===== src/rtl/pkt_merger.sv =====
// Round-robin N:1 packet merger with a single output buffer. A buffered packet
// that downstream does not accept within drop_wait_in cycles is dropped.
`ifndef NUM_CHANS
`define NUM_CHANS 4
`endif
`ifndef PKT_BITS
`define PKT_BITS 32
`endif

module pkt_merger #(
    parameter int NUM_CHANNELS = `NUM_CHANS,
    parameter int PKT_BITS     = `PKT_BITS
) (
    input  logic                             clk,
    input  logic                             reset,
    input  logic [31:0]                      drop_wait_in,
    input  logic [NUM_CHANNELS*PKT_BITS-1:0] pkt_in_data_in,
    input  logic [NUM_CHANNELS-1:0]          pkt_in_vld_in,
    output logic [NUM_CHANNELS-1:0]          pkt_in_rdy_out,
    output logic [PKT_BITS-1:0]              pkt_out_data_out,
    output logic                             pkt_out_vld_out,
    input  logic                             pkt_out_rdy_in,
    output logic [1:0]                       mg_cnt_out
);
    localparam int IDX_W = $clog2(NUM_CHANNELS);

    typedef enum logic {EMPTY = 1'b0, FULL = 1'b1} buf_state_e;

    buf_state_e          state_q, state_d;
    logic [PKT_BITS-1:0] data_q, data_d;
    logic [31:0]         wait_q, wait_d;
    logic [IDX_W-1:0]    last_q, last_d;
    logic [1:0]          mg_q, mg_d;

    logic                    full, out_xfer, drop, free, found, in_xfer;
    logic [32:0]             wait_inc;
    logic [IDX_W-1:0]        grant_idx;
    logic [NUM_CHANNELS-1:0] grant_oh;
    logic [PKT_BITS-1:0]     sel_data;

    assign full     = (state_q == FULL);
    assign out_xfer = full && pkt_out_rdy_in;
    // 33-bit compare so a saturated counter cannot wrap past the deadline.
    assign wait_inc = {1'b0, wait_q} + 33'd1;
    assign drop     = full && !pkt_out_rdy_in && (drop_wait_in != 32'd0)
                      && (wait_inc >= {1'b0, drop_wait_in});
    assign free     = !full || out_xfer || drop;

    // NOTE: every signal written in always_comb gets a default first, otherwise
    // paths that skip the assignment infer a latch.
    always_comb begin
        int cand;
        cand      = 0;
        found     = 1'b0;
        grant_idx = '0;
        for (int i = 1; i <= NUM_CHANNELS; i++) begin
            cand = int'(last_q) + i;
            if (cand >= NUM_CHANNELS) cand = cand - NUM_CHANNELS;
            if (!found && pkt_in_vld_in[IDX_W'(cand)]) begin
                found     = 1'b1;
                grant_idx = IDX_W'(cand);
            end
        end
    end

    always_comb begin
        grant_oh = '0;
        sel_data = '0;
        grant_oh[grant_idx] = 1'b1;
        for (int c = 0; c < NUM_CHANNELS; c++) begin
            if (grant_idx == IDX_W'(c)) sel_data = pkt_in_data_in[c*PKT_BITS +: PKT_BITS];
        end
    end

    // Reset gates the grant so no source sees a handshake while the block is held.
    assign pkt_in_rdy_out = (reset && free && found) ? grant_oh : '0;
    assign in_xfer        = |pkt_in_rdy_out;

    always_comb begin
        state_d = state_q;
        data_d  = data_q;
        wait_d  = wait_q;
        last_d  = last_q;
        mg_d    = {drop, out_xfer};
        if (in_xfer) begin
            state_d = FULL;
            data_d  = sel_data;
            wait_d  = '0;
            last_d  = grant_idx;
        end else if (out_xfer || drop) begin
            state_d = EMPTY;
        end else if (full && (wait_q != '1)) begin
            wait_d = wait_inc[31:0];
        end
    end

    // NOTE: sequential state uses non-blocking assignments only, so every
    // register samples the pre-edge values regardless of statement order.
    // The data buffer is reset as well because it drives an output directly.
    always_ff @(posedge clk or negedge reset) begin
        if (!reset) begin
            state_q <= EMPTY;
            data_q  <= '0;
            wait_q  <= '0;
            last_q  <= IDX_W'(NUM_CHANNELS - 1);
            mg_q    <= '0;
        end else begin
            state_q <= state_d;
            data_q  <= data_d;
            wait_q  <= wait_d;
            last_q  <= last_d;
            mg_q    <= mg_d;
        end
    end

    assign pkt_out_vld_out  = full;
    assign pkt_out_data_out = data_q;
    assign mg_cnt_out       = mg_q;

endmodule


===== config.mk =====
export PLATFORM = sky130hd
export DESIGN_NAME = pkt_merger
export DESIGN_NICKNAME = d
export VERILOG_FILES = /design/src/rtl/pkt_merger.sv
export SDC_FILE = /design/constraint.sdc
export NUM_CORES = 1
export LEC_CHECK = 0
export BUFFER_PORTS_ARGS = -buffer_cell sky130_fd_sc_hd__buf_2
export CAP_MARGIN = 20
export CORE_UTILIZATION = 54
export CTS_CLUSTER_SIZE = 20
export DETAILED_ROUTE_END_ITERATION = 7
export PLACE_DENSITY = 0.86
export SLEW_MARGIN = 40
export SYNTH_ARGS = -nofsm -noshare
export SYNTH_HDL_FRONTEND = slang
export SYNTH_SLANG_ARGS = --single-unit

===== constraint.sdc =====
create_clock -name clk -period 7.2 [get_ports clk]
set_input_delay 0.72 -clock clk [delete_from_list [all_inputs] [get_ports clk]]
set_output_delay 0.72 -clock clk [all_outputs]
set_load 0.005 [all_outputs]

==> impl_metrics.json, run 1 <==
{
  "cts_resized": 0,
  "power_per_cell_area_nw_per_um2": 251.9,
  "diodes": 0,
  "drv_cap": 0,
  "maxSlewHeadroom_pct": 45.72,
  "worst_setup_path_start_kind": "register",
  "end_kind": "primary output",
  "yosysWarnings": 0,
  "place.gp.congestion": 0.9233,
  "hold_viol_final": 0,
  "drc": 0,
  "crit_path_start": "wait_q[5]$_DFFE_PN0P_",
  "cts-root-buf": "clkbuf_8",
  "first_pass_iters": 5,
  "grt_setup_unrepaired": "false",
  "cp_data_arrival_time_ps": 5450,
  "yosysSeqAreaShare_pct": 32.38,
  "cts_tree": "built",
  "insertion_delay_ps": 360,
  "rows": 35,
  "cts_setup_buffers": 0,
  "slew_violations": 0,
  "synth_area_um2": 5340,
  "clk_pin_slew_ps": 80,
  "drtIter0Drc": 422,
  "initial_core_util_pct": 56.72,
  "synth_edf_count": 0,
  "worst_pin_slew_ps": 803.6,
  "leakage_nw": 3.285,
  "syn_avg_cell_area_um2": 8.627,
  "worstPathRequired_ps": 6480,
  "final_nets": 1005,
  "grt_usage_pct": 31.88,
  "period_needed_ps": 6174,
  "synthArstFlopShare_pct": 100.0,
  "setup_tns_ps": 0,
  "vias_per_cell": 5.962,
  "grt_overflow": 0,
  "rr_startpoint": "wait_q[5]$_DFFE_PN0P_",
  "place_ws_ps": 1592,
  "finalCritPeriodShare_pct": 85.75,
  "yosys-top-cells-area": "dfrtp_1 (31%), ha_1 (7.7%), mux2_2 (7.2%)",
  "grt_pass1_vias": 5347,
  "cts_hold_buf": 0,
  "yosys.area.top_type_share_pct": 31.40,
  "path_max_fanout": 24,
  "setup_viol": 0,
  "fin_ws_ps": 1026,
  "dpl_cell_area_um2": 6464,
  "synth_cell_type_count": 54,
  "worstSetupPathType": "reg -> out",
  "numCtsBuffers": 9,
  "ant_nets": 0,
  "hpwl_um": 12270,
  "antenna_found_initial": 0,
  "die_area_um2": 10290,
  "yosysTopAreaCell": "dfrtp_1",
  "cts_buffer_depth": 2,
  "htree_num_levels": 3,
  "clkSinkCount": 69,
  "via_count": 5598,
  "port_buffers": 205,
  "wl_per_cell_um": 17.09,
  "grt_max_degree": 72,
  "yosys_most_used_dff": "dfrtp_1",
  "wl_um": 16050,
  "grt_pass1_wl_um": 25320,
  "io_pins": 206,
  "drive_gt1_share_pct": 34.07,
  "die_h_um": 101.4,
  "synthCells": 619,
  "synthToLayoutAreaGrowth_pct": 25.52,
  "fmax_ghz": 0.1620,
  "skew_ps": 14.05,
  "hold_class": "in -> async",
  "outcome": "completed",
  "ys_ff_latch": 69,
  "fp.dieW_um": 101.4,
  "max-vdd-ir-drop_v": 0.0002148,
  "synth_nets": 819,
  "design_area_um2": 6703,
  "core_area_um2": 9415,
  "fillers": 735
}
==> cell usage in the layout, fill, tap and decap left out, types with 22 or more instances in the layout <==
cell / count
a31oi_1: 37
and2_1: 38
nand2_1: 87
a21oi_1: 22
a211oi_1: 35
mux2_2: 34
buf_2: 205
inv_1: 43
dfrtp_1: 67
ha_1: 33
==> power breakdown <==
part / total (mW) / internal [mW] / switching [mW]
logic: 0.737 / 0.336 / 0.401
clock network: 0.383 / 0.231 / 0.152
registers: 0.568 / 0.500 / 0.0682
==> Yosys cell counts (3+ instances only) <==
cell type / instances
buf_4: 3
nand4_1: 16
mux2_2: 34
buf_2: 3
nand2b_1: 4
o21ai_0: 14
a211oi_1: 35
nand3_1: 17
nor3_1: 10
and2_1: 38
xor2_1: 9
a31oi_1: 37
a21oi_1: 24
clkbuf_1: 27
and3_1: 9
nor4_1: 12
nand2_1: 87
nor2_1: 13
xnor2_1: 20
a22o_1: 17
ha_1: 33
a311oi_1: 4
dfrtp_1: 67
or2_2: 3
inv_1: 43
a21o_1: 5
==> area by class of cell <==
type	instances	area (um^2)	area share, %
clock buffer	10	127.6	1.904
clock inverter	6	111.4	1.661
inverter	43	161.4	2.408
multi-input combinational	472	3324	49.60
sequential	69	1729	25.80
tap	129	161.4	2.408
timing repair buffer	210	1087	16.22
==> critical path, cell delays in order, from the launching register on <==
cell,delay (ps)
dfrtp_1,460
and4_4,300
nand4_1,250
nor3_1,620
nand2_1,200
nor3_1,370
xor2_1,190
ha_1,280
nand4_1,90
nor4_1,50
a221oi_1,480
nand3_1,250
o211ai_4,700
nor2_4,280
buf_16,250
and3_1,180
buf_2,120
==> metal layers <==
layer	GRT usage, %	vias up	part of all wire, %
met2	53.17	273	50
met1	39.21	2637	40
met3	6.349	63	7.0
li1	-	2625	-
met4	16.61	0	3.8
met5	0	-	0
==> worst paths after layout <==
| path | to | slack [ps] | cells past startpoint |
|---|---|---|---|
| worst max-delay path | pkt_in_rdy_out[0] | 1030 | 16 |
| worst min-delay path | wait_q[18]$_DFFE_PN0P_ | 450 | 2 |
| worst max register to register | wait_q[29]$_DFFE_PN0P_ | 1830 | 14 |
| worst min register to register | pkt_out_data_out[11]$_DFFE_PN0P_ | 500 | 1 |
| max in group asynchronous | wait_q[4]$_DFFE_PN0P_ | 6290 | 2 |
| min in group clk | pkt_out_data_out[11]$_DFFE_PN0P_ | 500 | 1 |
==> stage by stage <==
stage	instances	utilization, %	hold slack (ps)	power (mW)
2_1_floorplan	619	-	424.4	1.026
3_3_place_gp	922	68.23	484.5	1.266
3_5_place_dp	923	68.65	489.6	1.304
4_1_cts	939	71.19	497.3	1.689
5_1_grt	939	71.19	524.4	1.803
6_report	939	71.19	453.4	1.688
==> state kept, by name (all words and copies together) (netlist names) <==
name	count
pkt_out_vld_out	1
pkt_out_data_out	32
mg_cnt_out	2
wait_q	32
last_q	2
==> logic make-up (layout without fill, tap and decap cells) <==
logic type                 after synthesis  after routing  synth area share [%]
AOI/OAI and AO/OA                      152            152                 20.10
xor gates and xnor gates                29             29                 4.756
adders and majority gates               33             33                 7.732
buffers and inverters                   78            269                 6.045
DFF                                     69             69                 32.38
muxes                                   36             36                 7.615
and+or+nand+nor                        222            222                 21.37
Note: power is estimated with default switching activity, not from simulation.
==> run 2, diff against run 1 <==
Settings changed: BUFFER_PORTS_ARGS -buffer_cell sky130_fd_sc_hd__buf_2 to unset, CORE_UTILIZATION 54 to 55, DONT_BUFFER_PORTS set to 1, PLACE_DENSITY 0.86 to 0.69.
==> run 2 against run 1 <==
Core utilization down 10 points. Sequential power up 8.3%. Worst hold slack worse by 390 ps. Critical path depth down 1. Maximum frequency up 5.9%. Clock-buffer cell count down 1. Worst setup slack better by 340 ps.
==> impl_metrics.json, run 2 (synthesis gave the netlist of run 1 again) <==
{
  "outcome": "completed",
  "dpl_cell_area_um2": 5443,
  "fmax_ghz": 0.1715,
  "hold_class": "in -> async",
  "grt_pass1_wl_um": 21950,
  "numCtsBuffers": 9,
  "setup_tns_ps": 0,
  "die_h_um": 100.5,
  "cts-root-buf": "clkbuf_8",
  "cts_resized": 0,
  "htree_num_levels": 3,
  "max-vdd-ir-drop_v": 0.0001368,
  "swShare_pct": 38.07,
  "synthToLayoutAreaGrowth_pct": 6.092,
  "antenna_found_initial": 0,
  "cts_hold_buf": 0,
  "worstPathRequired_ps": 6480,
  "drive_gt1_share_pct": 11.90,
  "initial_core_util_pct": 57.25,
  "ant_nets": 0,
  "clkSinkCount": 69,
  "wl_um": 14400,
  "insertion_delay_ps": 340,
  "vias_per_cell": 6.377,
  "fp.dieW_um": 100.5,
  "grt_pass1_vias": 4416,
  "p_int_uw": 941.7,
  "io_pins": 206,
  "diodes": 0,
  "leakage_nw": 2.465,
  "grt_overflow": 0,
  "drtIter0Drc": 179,
  "finalCritPeriodShare_pct": 80.97,
  "power_mw": 1.521,
  "drv_cap": 0,
  "cts_buffer_depth": 2,
  "grt_setup_unrepaired": "false",
  "power_per_cell_area_nw_per_um2": 268.4,
  "power_frac_comb_pct": 35.9,
  "design_area_um2": 5665,
  "worst_setup_path_start_kind": "register",
  "cp_data_arrival_time_ps": 5110,
  "period_needed_ps": 5830,
  "clk_pin_slew_ps": 80,
  "clkPwrFrac_pct": 23.6,
  "final_nets": 800,
  "slew_violations": 0,
  "final_cells": 734,
  "path_delay_family": "simple AND/OR/NAND/NOR gates",
  "hold_viol_final": 0,
  "cts_setup_buffers": 0,
  "cp_slowest_cell": "o211ai_4",
  "skew_ps": 10.10,
  "slowest_delay_ps": 690,
  "cp_num_buf_inv": 1,
  "path_max_fanout": 24,
  "critical_path.cell_chain": "and4_4 > nand4_1 > nor3_1 > nand2_1 > nor3_1 > xor2_1 > ha_1 > nand4_1 > nor4_1 > a221oi_1 > nand3_1 > o211ai_4 > nor2_4 > buf_16 > and3_1",
  "grt_max_degree": 72,
  "wl_per_cell_um": 19.62,
  "rows": 35,
  "mostFrequentLayoutCells": "nand2_1 (87), dfrtp_1 (67), inv_1 (43)",
  "power.switching_uw": 579.0,
  "worstSetupPathType": "reg -> out",
  "hpwl_um": 10870,
  "maxSlewHeadroom_pct": 49.65,
  "drc": 0,
  "via_count": 4681,
  "die_area_um2": 10110,
  "setup_viol": 0,
  "rr_startpoint": "wait_q[5]$_DFFE_PN0P_",
  "core_area_um2": 9328,
  "place.gp.congestion": 0.8629,
  "crit_path_start": "wait_q[5]$_DFFE_PN0P_",
  "port_buffers": 0,
  "end_kind": "primary output",
  "dp.cells": 718,
  "grt_usage_pct": 28.20,
  "worst_pin_slew_ps": 745.5,
  "p_seq_share_pct": 40.5,
  "layout_commonest_cell": "nand2_1",
  "first_pass_iters": 4,
  "cts_tree": "built"
}
-- run 2: path summary, 6_finish.rpt --
| check | slack [ps] | depth (start not counted) | endpoint |
|---|---|---|---|
| min reg2reg | 540 | 1 | mg_cnt_out[0]$_DFF_PN0_ |
| max in group asynchronous | 6910 | 0 | last_q[0]$_DFFE_PN1P_ |
| max reg2reg | 1980 | 14 | wait_q[28]$_DFFE_PN0P_ |
| min | 60 | 0 | wait_q[12]$_DFFE_PN0P_ |
| max | 1370 | 15 | pkt_in_rdy_out[2] |
| min in group clk | 510 | 1 | mg_cnt_out[0]$_DFF_PN0_ |
-- run 2: final cells by class --
class	instances	area [um^2]
clock buffer	9	123.9
clock inverter	7	98.84
fill	817	3662
inverter	43	161.4
multi-input combinational	472	3326
sequential	69	1729
tap	129	161.4
timing repair buffer	5	65.06
-- run 2: metal layers --
metal  wire [um]  global-route usage, %  vias up
met5           0                      0        -
met2        7158                  49.89      201
li1            -                      -     2220
met4         470                  12.60        0
met1        5847                  32.92     2222
met3         923                  5.825       38
-- run 2: stage by stage --
stage / hold slack, ps / setup WS, ps / utilization (%)
2_1_floorplan: 424.4 / 2870 / -
3_3_place_gp: 427.3 / 1835 / 57.79
3_5_place_dp: 426.0 / 1837 / 58.35
4_1_cts: 55.99 / 1450 / 60.74
5_1_grt: 41.01 / 1111 / 60.74
6_report: 63.92 / 1370 / 60.74
-- run 2: power by group through the flow --
stage	combinational, mW	clock [mW]	sequential, mW
CTS	0.550	0.364	0.615
detailed placement	0.546	0	0.622
finish	0.546	0.359	0.615
global placement	0.519	0	0.618
global route	0.609	0.384	0.623
floorplan	0.455	0	0.571
==> run 3, diff against run 2 <==
Clock period 7.2 ns to 5.9 ns, I/O delays scaled along.
==> run 3 against run 2 <==
Via count is essentially flat. Wire length shrank 0.25%. Clock-buffer cell count grew 1. Sequential power grew 22%. Worst hold slack gained 27 ps. Clock skew grew 1.1 ps. Worst setup slack lost 750 ps.
==> impl_metrics.json, run 3 (synthesis gave the netlist of run 1 again) <==
{
  "die_area_um2": 10110,
  "die_h_um": 100.5,
  "core_area_um2": 9328,
  "final_util_pct": 60.74,
  "initial_core_util_pct": 57.25,
  "rows": 35,
  "cts_tree": "built",
  "clkSinkCount": 69,
  "path_max_fanout": 19,
  "fp.dieW_um": 100.5,
  "synthToLayoutAreaGrowth_pct": 6.092,
  "wl_per_cell_um": 19.52,
  "hold_viol_final": 0,
  "vias_per_cell": 6.356,
  "grt_max_degree": 68,
  "insertion_delay_ps": 350,
  "outcome": "completed",
  "ant_nets": 0,
  "grt_overflow": 0,
  "period_needed_ps": 5280,
  "fin_ws_ps": 619.9,
  "reg2reg_slack_ps": 1030,
  "grt_pass1_vias": 4301,
  "max-vdd-ir-drop_v": 0.0001398,
  "diodes": 0,
  "grt_pass1_wl_um": 21800,
  "cts_buffer_depth": 2,
  "via_count": 4678,
  "maxSlewHeadroom_pct": 47.09,
  "fmax_ghz": 0.1894,
  "setup_tns_ps": 0,
  "cts_resized": 0,
  "numCtsBuffers": 9,
  "hpwl_um": 11010,
  "grt_setup_unrepaired": "false",
  "drv_cap": 0,
  "cp_data_arrival_time_ps": 4690,
  "worst_setup_path_start_kind": "register",
  "setup_viol": 0,
  "drive_gt1_share_pct": 12.19,
  "port_buffers": 0,
  "worstSetupPathType": "reg -> out",
  "hold_class": "in -> async",
  "cp_slowest_cell": "nor3_1",
  "worst_pin_slew_ps": 783.4,
  "finalHoldWorstSlack_ps": 90.66,
  "critical_path.cell_chain": "and4_4 > nand4_1 > nor3_1 > nand2_1 > nor3_1 > xor2_1 > ha_1 > nand4_1 > nor4_1 > a221oi_1 > nand3_1 > o211ai_4 > nor2_4 > and3_1",
  "place.gp.congestion": 0.8627,
  "skew_ps": 11.23,
  "final_nets": 802,
  "layout_commonest_cell": "nand2_1",
  "cts_setup_buffers": 0,
  "power_per_cell_area_nw_per_um2": 328.4,
  "grt_usage_pct": 28.12,
  "leakage_nw": 2.476,
  "mostFrequentLayoutCells": "nand2_1 (87), dfrtp_1 (67), inv_1 (43)",
  "slowest_delay_ps": 550,
  "drc": 0,
  "io_pins": 206,
  "cts-root-buf": "clkbuf_8",
  "slew_violations": 0,
  "antenna_found_initial": 0,
  "place_ws_ps": 1027,
  "drtIter0Drc": 217,
  "wl_um": 14360,
  "worstPathRequired_ps": 5310,
  "end_kind": "primary output",
  "htree_num_levels": 3,
  "first_pass_iters": 5,
  "finalCritPeriodShare_pct": 89.49,
  "clk_pin_slew_ps": 80
}
-- run 3: changes by cell type in the layout (fill, tap and decap cells not counted) --
cell      change
mux2i_4       -1
inv_6         -1
mux2i_2       +1
clkbuf_8      +1
clkinv_2      +1
buf_4         +3
buf_8         -1
clkinv_4      -1
-- run 3: final timing paths --
path / from / end / depth (start not counted)
worst min-delay path: reset / last_q[0]$_DFFE_PN1P_ / 0
worst max register to register: wait_q[5]$_DFFE_PN0P_ / pkt_out_data_out[13]$_DFFE_PN0P_ / 14
worst min register to register: last_q[0]$_DFFE_PN1P_ / last_q[0]$_DFFE_PN1P_ / 2
worst max-delay path: wait_q[5]$_DFFE_PN0P_ / pkt_in_rdy_out[0] / 14
max in group asynchronous: reset / pkt_out_data_out[12]$_DFFE_PN0P_ / 1
min in group clk: pkt_out_rdy_in / mg_cnt_out[0]$_DFF_PN0_ / 1
-- run 3: layout make-up --
| cell class | count | area, um^2 |
|---|---|---|
| clock buffers | 10 | 137.6 |
| clock inverters | 6 | 86.33 |
| fillers | 829 | 3662 |
| inverters | 43 | 161.4 |
| multi-input cells | 472 | 3317 |
| flip-flops and latches | 69 | 1729 |
| well taps | 129 | 161.4 |
| repair buffers | 7 | 72.57 |
-- run 3: worst max-delay path: cells and delay by family, from the launching register on --
kind / cells / cell delay [ps]
simple gates: 10 / 2500
compound gates: 2 / 910
flops: 1 / 440
fa+ha+maj: 1 / 290
xor+xnor: 1 / 200
-- run 3: per-layer routing --
metal  track usage [%]  vias to the layer above  routed length, um
met5                 0                        -                  0
met4             9.253                        0                284
met3             4.577                       22                935
met2             50.32                      187               7207
met1             34.46                     2242               5937
li1                  -                     2227                  -
-- run 3: where the power goes --
| part | internal (mW) | switching, mW |
|---|---|---|
| Clock | 0.249 | 0.186 |
| Sequential | 0.611 | 0.141 |
| Combinational | 0.297 | 0.376 |
| Total | 1.16 | 0.704 |
-- run 3: metrics by stage --
| step | cell area, um^2 | power (mW) | std cells |
|---|---|---|---|
| 2_1_floorplan | 5340 | 1.252 | 619 |
| 3_3_place_gp | 5413 | 1.394 | 719 |
| 3_5_place_dp | 5414 | 1.424 | 719 |
| 4_1_cts | 5665 | 1.872 | 736 |
| 5_1_grt | 5665 | 1.976 | 736 |
| 6_report | 5665 | 1.861 | 736 |
-- run 3: timing repair --
item,4_1_cts,5_1_grt
hold endpoints to repair,67,0
hold buffers,1,0
setup endpoints to repair,0,0
